===== config.mk =====
export PLATFORM = sky130hd
export DESIGN_NAME = g_serial_sub32_flat
export DESIGN_NICKNAME = d
export VERILOG_FILES = /design/src/rtl/g_serial_sub32_if.sv /design/src/rtl/g_serial_sub32.sv /design/src/flat_wrapper.sv
export SDC_FILE = /design/constraint.sdc
export NUM_CORES = 1
export LEC_CHECK = 0
export ABC_AREA = 1
export CAP_MARGIN = 20
export CORE_UTILIZATION = 28
export DETAILED_ROUTE_END_ITERATION = 10
export GPL_ROUTABILITY_DRIVEN = 0
export MAX_ROUTING_LAYER = met4
export SYNTH_ARGS = -nofsm -noshare
export SYNTH_HDL_FRONTEND = slang
export SYNTH_SLANG_ARGS = --single-unit

===== constraint.sdc =====
create_clock -name clk -period 7.4 [get_ports clk]
set_input_delay 0.74 -clock clk [delete_from_list [all_inputs] [get_ports clk]]
set_output_delay 0.74 -clock clk [all_outputs]
set_load 0.01 [all_outputs]

===== src/rtl/g_serial_sub32_if.sv =====
// Bus bundle for the serial subtractor: request operands, start/busy/done
// handshake and the registered result with its flags.
interface g_serial_sub32_if #(
    parameter int WIDTH = 32
);
    logic             start;
    logic [WIDTH-1:0] A;
    logic [WIDTH-1:0] B;
    logic             BI;
    logic [WIDTH-1:0] Diff;
    logic             BO;
    logic             OF;
    logic             ZF;
    logic             busy;
    logic             done;

    // Requester side: drives operands and start, observes result.
    modport master (
        output start, A, B, BI,
        input  Diff, BO, OF, ZF, busy, done
    );

    // Subtractor side.
    modport slave (
        input  start, A, B, BI,
        output Diff, BO, OF, ZF, busy, done
    );
endinterface


===== src/rtl/g_serial_sub32.sv =====
// Multi-cycle subtractor: A - B - BI computed as A + ~B + ~BI, one SLICE-bit
// slice per clock, LSB slice first. The carry between slices lives in a
// register; flags are captured when the last slice retires.
module g_serial_sub32 #(
    parameter int WIDTH = 32,
    parameter int SLICE = 5
) (
    input  logic                 clk,
    input  logic                 rst,
    g_serial_sub32_if.slave      bus
);
    localparam int NSLICE = (WIDTH + SLICE - 1) / SLICE;
    localparam int PADW   = NSLICE * SLICE;
    localparam int LAST_W = WIDTH - (NSLICE - 1) * SLICE;
    localparam int IDXW   = (NSLICE > 1) ? $clog2(NSLICE) : 1;

    // The top slice may be narrower than SLICE; this mask keeps its unused
    // upper bits at zero so the carry lands exactly at bit LAST_W.
    localparam logic [SLICE-1:0] LAST_MASK = SLICE'((1 << LAST_W) - 1);
    localparam logic [IDXW-1:0]  LAST_IDX  = IDXW'(NSLICE - 1);

    typedef enum logic [1:0] {
        S_IDLE = 2'd0,
        S_RUN  = 2'd1,
        S_DONE = 2'd2
    } state_t;

    state_t            r_state;
    state_t            w_state_nxt;
    logic              w_accept;
    logic              w_finish;

    // Operands are zero-extended to a whole number of slices.
    logic [PADW-1:0]   r_a;
    logic [PADW-1:0]   r_b;
    logic [PADW-1:0]   r_diff;
    logic              r_carry;
    logic [IDXW-1:0]   r_idx;
    logic              r_bo;
    logic              r_of;
    logic              r_zf;

    logic              w_last;
    logic [SLICE-1:0]  w_mask;
    logic [SLICE-1:0]  w_a_s;
    logic [SLICE-1:0]  w_b_inv;
    logic [SLICE:0]    w_sum;
    logic [SLICE-1:0]  w_sum_bits;
    logic              w_cout;
    logic [PADW-1:0]   w_diff_nxt;
    logic              w_of_nxt;
    logic              w_zf_nxt;

    // ------------------------------------------------------------------
    // Slice datapath
    // ------------------------------------------------------------------
    assign w_last     = (r_idx == LAST_IDX);
    assign w_mask     = w_last ? LAST_MASK : {SLICE{1'b1}};
    assign w_a_s      = r_a[r_idx*SLICE +: SLICE];
    assign w_b_inv    = ~r_b[r_idx*SLICE +: SLICE] & w_mask;
    assign w_sum      = {1'b0, w_a_s} + {1'b0, w_b_inv} + {{SLICE{1'b0}}, r_carry};
    assign w_sum_bits = w_sum[SLICE-1:0] & w_mask;
    // Carry out of the real MSB of this slice.
    assign w_cout     = w_last ? w_sum[LAST_W] : w_sum[SLICE];

    // Difference with the current slice merged in; on the last slice this
    // is the complete result used for the flags.
    always_comb begin
        w_diff_nxt = r_diff;
        w_diff_nxt[r_idx*SLICE +: SLICE] = w_sum_bits;
    end

    // Signed overflow: operand signs differ and result sign differs from A.
    assign w_of_nxt = (r_a[WIDTH-1] != r_b[WIDTH-1]) &&
                      (w_diff_nxt[WIDTH-1] != r_a[WIDTH-1]);
    // Padding bits are always zero, so testing the whole vector is the same
    // as testing the WIDTH-bit result.
    assign w_zf_nxt = (w_diff_nxt == '0);

    // ------------------------------------------------------------------
    // Control FSM
    // ------------------------------------------------------------------
    // State register.
    always_ff @(posedge clk) begin
        if (rst) r_state <= S_IDLE;
        else     r_state <= w_state_nxt;
    end

    // Next state; start is only honoured in IDLE and DONE.
    always_comb begin
        w_state_nxt = r_state;
        w_accept    = 1'b0;
        w_finish    = 1'b0;
        case (r_state)
            S_IDLE: begin
                if (bus.start) begin
                    w_accept    = 1'b1;
                    w_state_nxt = S_RUN;
                end
            end
            S_RUN: begin
                if (w_last) begin
                    w_finish    = 1'b1;
                    w_state_nxt = S_DONE;
                end
            end
            S_DONE: begin
                if (bus.start) begin
                    w_accept    = 1'b1;
                    w_state_nxt = S_RUN;
                end else begin
                    w_state_nxt = S_IDLE;
                end
            end
            default: w_state_nxt = S_IDLE;
        endcase
    end

    // Operand capture, per-slice writeback and flag capture on the last slice.
    always_ff @(posedge clk) begin
        if (rst) begin
            r_a     <= '0;
            r_b     <= '0;
            r_diff  <= '0;
            r_carry <= 1'b1;
            r_idx   <= '0;
            r_bo    <= 1'b0;
            r_of    <= 1'b0;
            r_zf    <= 1'b0;
        end else if (w_accept) begin
            r_a     <= PADW'(bus.A);
            r_b     <= PADW'(bus.B);
            r_carry <= ~bus.BI;
            r_idx   <= '0;
        end else if (r_state == S_RUN) begin
            r_diff  <= w_diff_nxt;
            r_carry <= w_cout;
            r_idx   <= w_last ? '0 : r_idx + 1'b1;
            if (w_finish) begin
                r_bo <= ~w_cout;
                r_of <= w_of_nxt;
                r_zf <= w_zf_nxt;
            end
        end
    end

    // ------------------------------------------------------------------
    // Outputs
    // ------------------------------------------------------------------
    assign bus.Diff = r_diff[WIDTH-1:0];
    assign bus.BO   = r_bo;
    assign bus.OF   = r_of;
    assign bus.ZF   = r_zf;
    assign bus.busy = (r_state == S_RUN);
    assign bus.done = (r_state == S_DONE);

endmodule


===== src/flat_wrapper.sv =====
// flat-port wrapper written by rule: the top's interface ports become plain ports
module g_serial_sub32_flat 
#(
    parameter int WIDTH = 32,
    parameter int SLICE = 5
)
  (clk, rst, bus_start, bus_A, bus_B, bus_BI, bus_Diff, bus_BO, bus_OF, bus_ZF, bus_busy, bus_done);
  g_serial_sub32_if #(.WIDTH(WIDTH)) bus_i ();
  input  logic clk;
  input  logic rst;
  input wire logic [$bits(bus_i.start)-1:0] bus_start;
  input wire logic [$bits(bus_i.A)-1:0] bus_A;
  input wire logic [$bits(bus_i.B)-1:0] bus_B;
  input wire logic [$bits(bus_i.BI)-1:0] bus_BI;
  output wire logic [$bits(bus_i.Diff)-1:0] bus_Diff;
  output wire logic [$bits(bus_i.BO)-1:0] bus_BO;
  output wire logic [$bits(bus_i.OF)-1:0] bus_OF;
  output wire logic [$bits(bus_i.ZF)-1:0] bus_ZF;
  output wire logic [$bits(bus_i.busy)-1:0] bus_busy;
  output wire logic [$bits(bus_i.done)-1:0] bus_done;
  assign bus_i.start = bus_start;
  assign bus_i.A = bus_A;
  assign bus_i.B = bus_B;
  assign bus_i.BI = bus_BI;
  assign bus_Diff = bus_i.Diff;
  assign bus_BO = bus_i.BO;
  assign bus_OF = bus_i.OF;
  assign bus_ZF = bus_i.ZF;
  assign bus_busy = bus_i.busy;
  assign bus_done = bus_i.done;
  g_serial_sub32 #(.WIDTH(WIDTH), .SLICE(SLICE)) u_core (.clk(clk), .rst(rst), .bus(bus_i));
endmodule

# After elaboration in Yosys (flattened, before gate mapping)
# Index checks and enable logic that the tools add are counted.
[classes]
order_cmp = 0
div_mod_pow = 0
n_bitwise = 6
n_reduce_logical = 9
n_eq_ne = 7
n_mux = 14
addsub = 4
mul = 1
n_shift = 4
[ops]
columns = ["op", "count"]
rows = [
  ["$shiftx 35x7->5", 2],
  ["$bwmux 35", 1],
  ["$logic_not 35->1", 1],
  ["$shift 5x34->35 const A", 1],
  ["$shiftx 5x34->35", 1],
  ["$neg 6->34", 1],
  ["$and 5x5->5", 2],
  ["$mux 1", 8],
  ["$add 5x5->6", 1],
  ["$add 6x1->6", 1],
  ["$mul 3x3->6 const B", 1],
  ["$pmux 2 s3", 1],
  ["$mux 5", 1],
  ["$not 5->5", 1],
  ["$mux 2", 2],
  ["$reduce_and 2->1", 2],
  ["$reduce_or 2->1", 2],
  ["$add 3x1->3 const B", 1],
  ["$eq 3x3->1 const B", 1],
  ["$mux 3", 1],
  ["$not 1->1", 3],
  ["$reduce_and 3->1", 1],
  ["$eq 2x1->1 const B", 1],
  ["$eq 2x2->1 const B", 1],
  ["other kinds (6)", 7],
]
[totals]
latchBits = 0
inputBits = 68
ramBits = 0
n_memories = 0
romBits = 0
ff_bits = 108
elab_cells = 54

# Longest topological paths before layout
[depth]
word_depth = 11
depth_mapped = 24
ltp_nobuf = 22

# Least setup slack after synthesis
# Ideal clock, no wire load.
[synth_timing]
path_type = "flip-flop to flip-flop"
start = "register u_core.r_idx[0]"
end = "register u_core.r_zf, in the netlist u_core.bus.ZF"
required_ns = 7.333
setup_ns = 0.067
path_buffers = 3
slack_ns = 4.261
path_stages_with_launch = 22
arrival_ns = 3.072
period_less_slack_ns = 3.139
cell_sequence = "dfxtp_1 buf_6 buf_2 buf_1 mux2i_1 o221ai_1 fa_1 inv_1 fa_1 nand2_1 nor2_1 nand3_1 nand2_1 inv_2 nand2_1 nor2_1 nand2_1 nor2_1 nand2_1 nor2_1 nand3_1 a21oi_2"
[synth_between]
elab_chain_len = 10
elab_cells_between_ends = 18
[synth_lines]
columns = ["item", "line_no", "source"]
rows = [
  ["start: declaration", "g_serial_sub32.sv:38", "logic [IDXW-1:0] r_idx;"],
  ["start signal: assignment", "g_serial_sub32.sv:138", "r_idx <= w_last ? '0 : r_idx + 1'b1;"],
  ["$mul 3x3->6", "g_serial_sub32.sv:59, g_serial_sub32.sv:60, g_serial_sub32.sv:70", ""],
  ["$shiftx 35x7->5", "g_serial_sub32.sv:60", "assign w_b_inv = ~r_b[r_idx*SLICE +: SLICE] & w_mask;"],
  ["$not 5->5", "g_serial_sub32.sv:60", ""],
  ["$and 5x5->5", "g_serial_sub32.sv:60", ""],
  ["$add 5x5->6", "g_serial_sub32.sv:61", "assign w_sum = {1'b0, w_a_s} + {1'b0, w_b_inv} + {{SLICE{1'b0}}, r_carry};"],
  ["$add 6x1->6", "g_serial_sub32.sv:61", ""],
  ["$and 5x5->5", "g_serial_sub32.sv:62", "assign w_sum_bits = w_sum[SLICE-1:0] & w_mask;"],
  ["$shiftx 5x34->35", "g_serial_sub32.sv:70", "w_diff_nxt[r_idx*SLICE +: SLICE] = w_sum_bits;"],
  ["$bwmux 35", "g_serial_sub32.sv:70", ""],
  ["$logic_not 35->1", "g_serial_sub32.sv:78", "assign w_zf_nxt = (w_diff_nxt == '0);"],
  ["end signal: assignment", "g_serial_sub32.sv:142", "r_zf <= w_zf_nxt;"],
  ["end: declaration", "g_serial_sub32.sv:41", "logic r_zf;"],
]
# Several ways; a longest one is shown, not always the timed one.
# A chain may end at the register's enable or synchronous reset.

# Worst setup path after layout
[layout_timing]
start = "register u_core.r_idx[2]"
end = "register u_core.r_zf, in the netlist u_core.bus.ZF"
# Same word-level chain as after synthesis.

==> summary.txt <==
Cells and area
  • Most frequent cells in the layout: 190 x nor2_1, 128 x nand2_1, 108 x dfxtp_1
  • Area Overhead vs Synth: 22.3%
  • Share of layout cells above drive strength 1: around 6.6%
  • Final core occ: a little over a third
  • Commonest non-fill, non-tap cell in the layout: nor2_1
  • Fin cells: ~1100
  • Layout fillers: a little over 2000
  • Area of the multi-input gates: 2850 um^2
  • Seq. cell area: approximately 2200 um^2
  • Ant diodes: 0
  • Post-layout nets: 951

Die
  • Core Footprint: around 20000 um^2
  • Initial Utilization: between 20 and 30%
  • Die width: between 100 and 150 um
  • # rows: 51
  • Die ar.: around 21000 um^2
  • Die height: approximately 140 um
  • Io pins: 105

Clock tree
  • TritonCTS buffer count: 9
  • Clk buf depth: 2
  • H-tree levels: 3
  • CTS Sinks: between 100 and 150
  • Hold-fix buffers, CTS: 0
  • CTS clk-pin slew, worst paths: 0.07 ns
  • Worst-Skew Late Latency: 0.36 ns
  • Post-CTS Resized: 0
  • Setup bufs post-CTS: 0
  • Clock Tree Root: clkbuf_16
  • CTS tree: done

Pwr
  • Design Power: 1.47 mW
  • Static Leak: between 3 and 4 nW
  • Worst VDD drop: about 0.12 mV
  • Power Density: about 210 nW/um^2

Synth
  • Top cell type's share of synthesized area: a little under two fifths
  • Synth Register Bits: ~110
  • Area contributors post-synth: dfxtp_1 38%, nor2_1 13%, o21ai_0 8.8%, nand2_1 8.4%, buf_4 4.3%
  • Top FF cell, synth: dfxtp_1
  • YS warnings: 0
  • Post-synth EDFFs: 0
  • Synthesized area: ~5700 um^2
  • Sequential share of the synthesized area: a little under two fifths
  • Post-Synthesis Cells: around 830
  • Count of different cell masters after synthesis: 45
  • Mapped Nets: between 900 and 1000
  • Synth Area per Inst: between 6 and 7 um^2
  • Post-synth top area cell: dfxtp_1
  • Ys async rst share: 0%

Timing
  • Finish-stage setup viols: 0
  • Pins Over Slew Limit: 0
  • Final min period: around 4 ns
  • Final Skew: about 0.012 ns
  • Crit share post-route: 52.9%
  • Tightest Pin Transition: a little over 0.7 ns
  • Final Hold Viols: 0
  • Slew margin rel.: between 50% and 60%
  • RSZ-0062 raised after global routing: no
  • Sum Neg Setup Slack: 0 ns
  • Max Fclk: 255 MHz

Setup path
  • Worst Path Max Fanout: 11
  • Worst path max stage delay: around 0.74 ns
  • Crit end category: register
  • Crit path launch type: register
  • CP Class: reg2reg
  • Most used cell, CP: nor2_1
  • Required @ worst endpoint: between 7 and 8 ns
  • Crit-path cells: inv_2, nor2_1, inv_1, o221ai_1, inv_1, fa_1, inv_1, fa_1, nand2_1, nor2_1, nand2_1, nand2_1, nor2_1, nand3_1, nor2_1, nand2_1, nor2_1, nand3_1, a21oi_2
  • CP arrival: ~4.2 ns
  • CP max stage cell: dfxtp_1

Drt
  • Pre-antenna DRT Iters: 5
  • Via count: between 5000 and 6000
  • Routed length per instance: 14.0 um
  • DRC viols: 0
  • Vias per inst: 4.56
  • Total Wirelength: 16000 um
  • DRT iter0 DRCs: roughly 440
  • Post-route ant nets: 0

Global route
  • Total gr overflow: 0
  • Gr usage total: approximately 16%
  • First-pass GRT wire length: 25800 um
  • Vias in the first global route: roughly 5000
  • Largest net degree at the start of global routing: 74
  • Initial antenna violation count: 0

Placed design
  • DP HPWL: about 11000 um
  • Inst Count DP: 1125
  • Port Buffers: between 100 and 150

Worst hold path
  • HP Class: reg2reg

Run
  • Max-cap viol count: 0

Status
  • Status: complete, no violations
-- through the flow --
stage	hold WS (ns)	cell area (um^2)	setup WS [ns]
2_1_floorplan	0.430	5710	4.26
3_3_place_gp	0.464	6690	3.70
3_5_place_dp	0.471	6690	3.51
4_1_cts	0.481	6970	3.49
5_1_grt	0.502	6990	3.04
6_report	0.479	6990	3.48
-- Yosys cell counts, drive strengths merged, types with 6 or more instances --
library cell	number
a21oi	23
buf	41
clkbuf	35
dfxtp	108
ha	9
inv	70
nand2	141
nand3	27
nor2	199
o211ai	21
o21ai	107
o22ai	8
or2	6
-- critical path, delay by kind of cell, from the launching register on --
family	cells	cell delay (ns)
flip-flops	1	0.74
AO/OA/AOI/OAI	2	0.32
AND/OR/NAND/NOR	11	1.40
buffers and inverters	4	0.57
adder cells (fa/ha/maj)	2	0.81
-- worst paths after layout --
kind / end / from / cells past startpoint / slack, ns
max reg2reg: u_core.bus.ZF / u_core.r_idx[2] / 19 / 3.48
min reg2reg: u_core.r_diff[28] / u_core.r_diff[28] / 2 / 0.48
max: u_core.bus.ZF / u_core.r_idx[2] / 19 / 3.48
min: u_core.r_diff[28] / u_core.r_diff[28] / 2 / 0.48
-- registers in the layout (all words and copies together) (netlist names) --
register,count
u_core.bus.BO,1
u_core.r_diff,35
u_core.r_b,32
u_core.bus.OF,1
u_core.bus.ZF,1
u_core.r_carry,1
u_core.r_state,2
u_core.r_a,32
u_core.r_idx,3
-- area by class of cell --
| cell class | instances | area share, % |
|---|---|---|
| multi-input combinational | 572 | 40.8 |
| clock buffer | 9 | 3.22 |
| clock inverter | 6 | 0.770 |
| inverter | 72 | 3.89 |
| tap | 265 | 4.74 |
| sequential | 108 | 30.9 |
| timing repair buffer | 109 | 15.6 |
-- where the power goes --
part           internal, mW  leakage [nW]  switching, mW
sequential            0.629         0.892         0.0302
clock                 0.233         0.135          0.234
combinational         0.142          2.06          0.202
-- cells by family after synthesis --
| group | count (synthesis) | synth area share, % |
|---|---|---|
| AND/OR/NAND/NOR | 382 | 28.9 |
| multiplexers | 3 | 0.526 |
| buffers and inverters | 148 | 12.4 |
| adder cells (fa/ha/maj) | 11 | 2.67 |
| AO/OA/AOI/OAI | 176 | 17.7 |
| flip-flops | 108 | 37.8 |
-- layer usage --
metal  global-route usage, %  wire (um)  vias up
met4                    5.10        218        0
met1                    21.9       7890     2338
met3                    3.19        862       17
li1                        -          -     2742
met5                       -          0        -
met2                    25.2       7030      109
No activity file was read; power rests on OpenSTA's default activity.
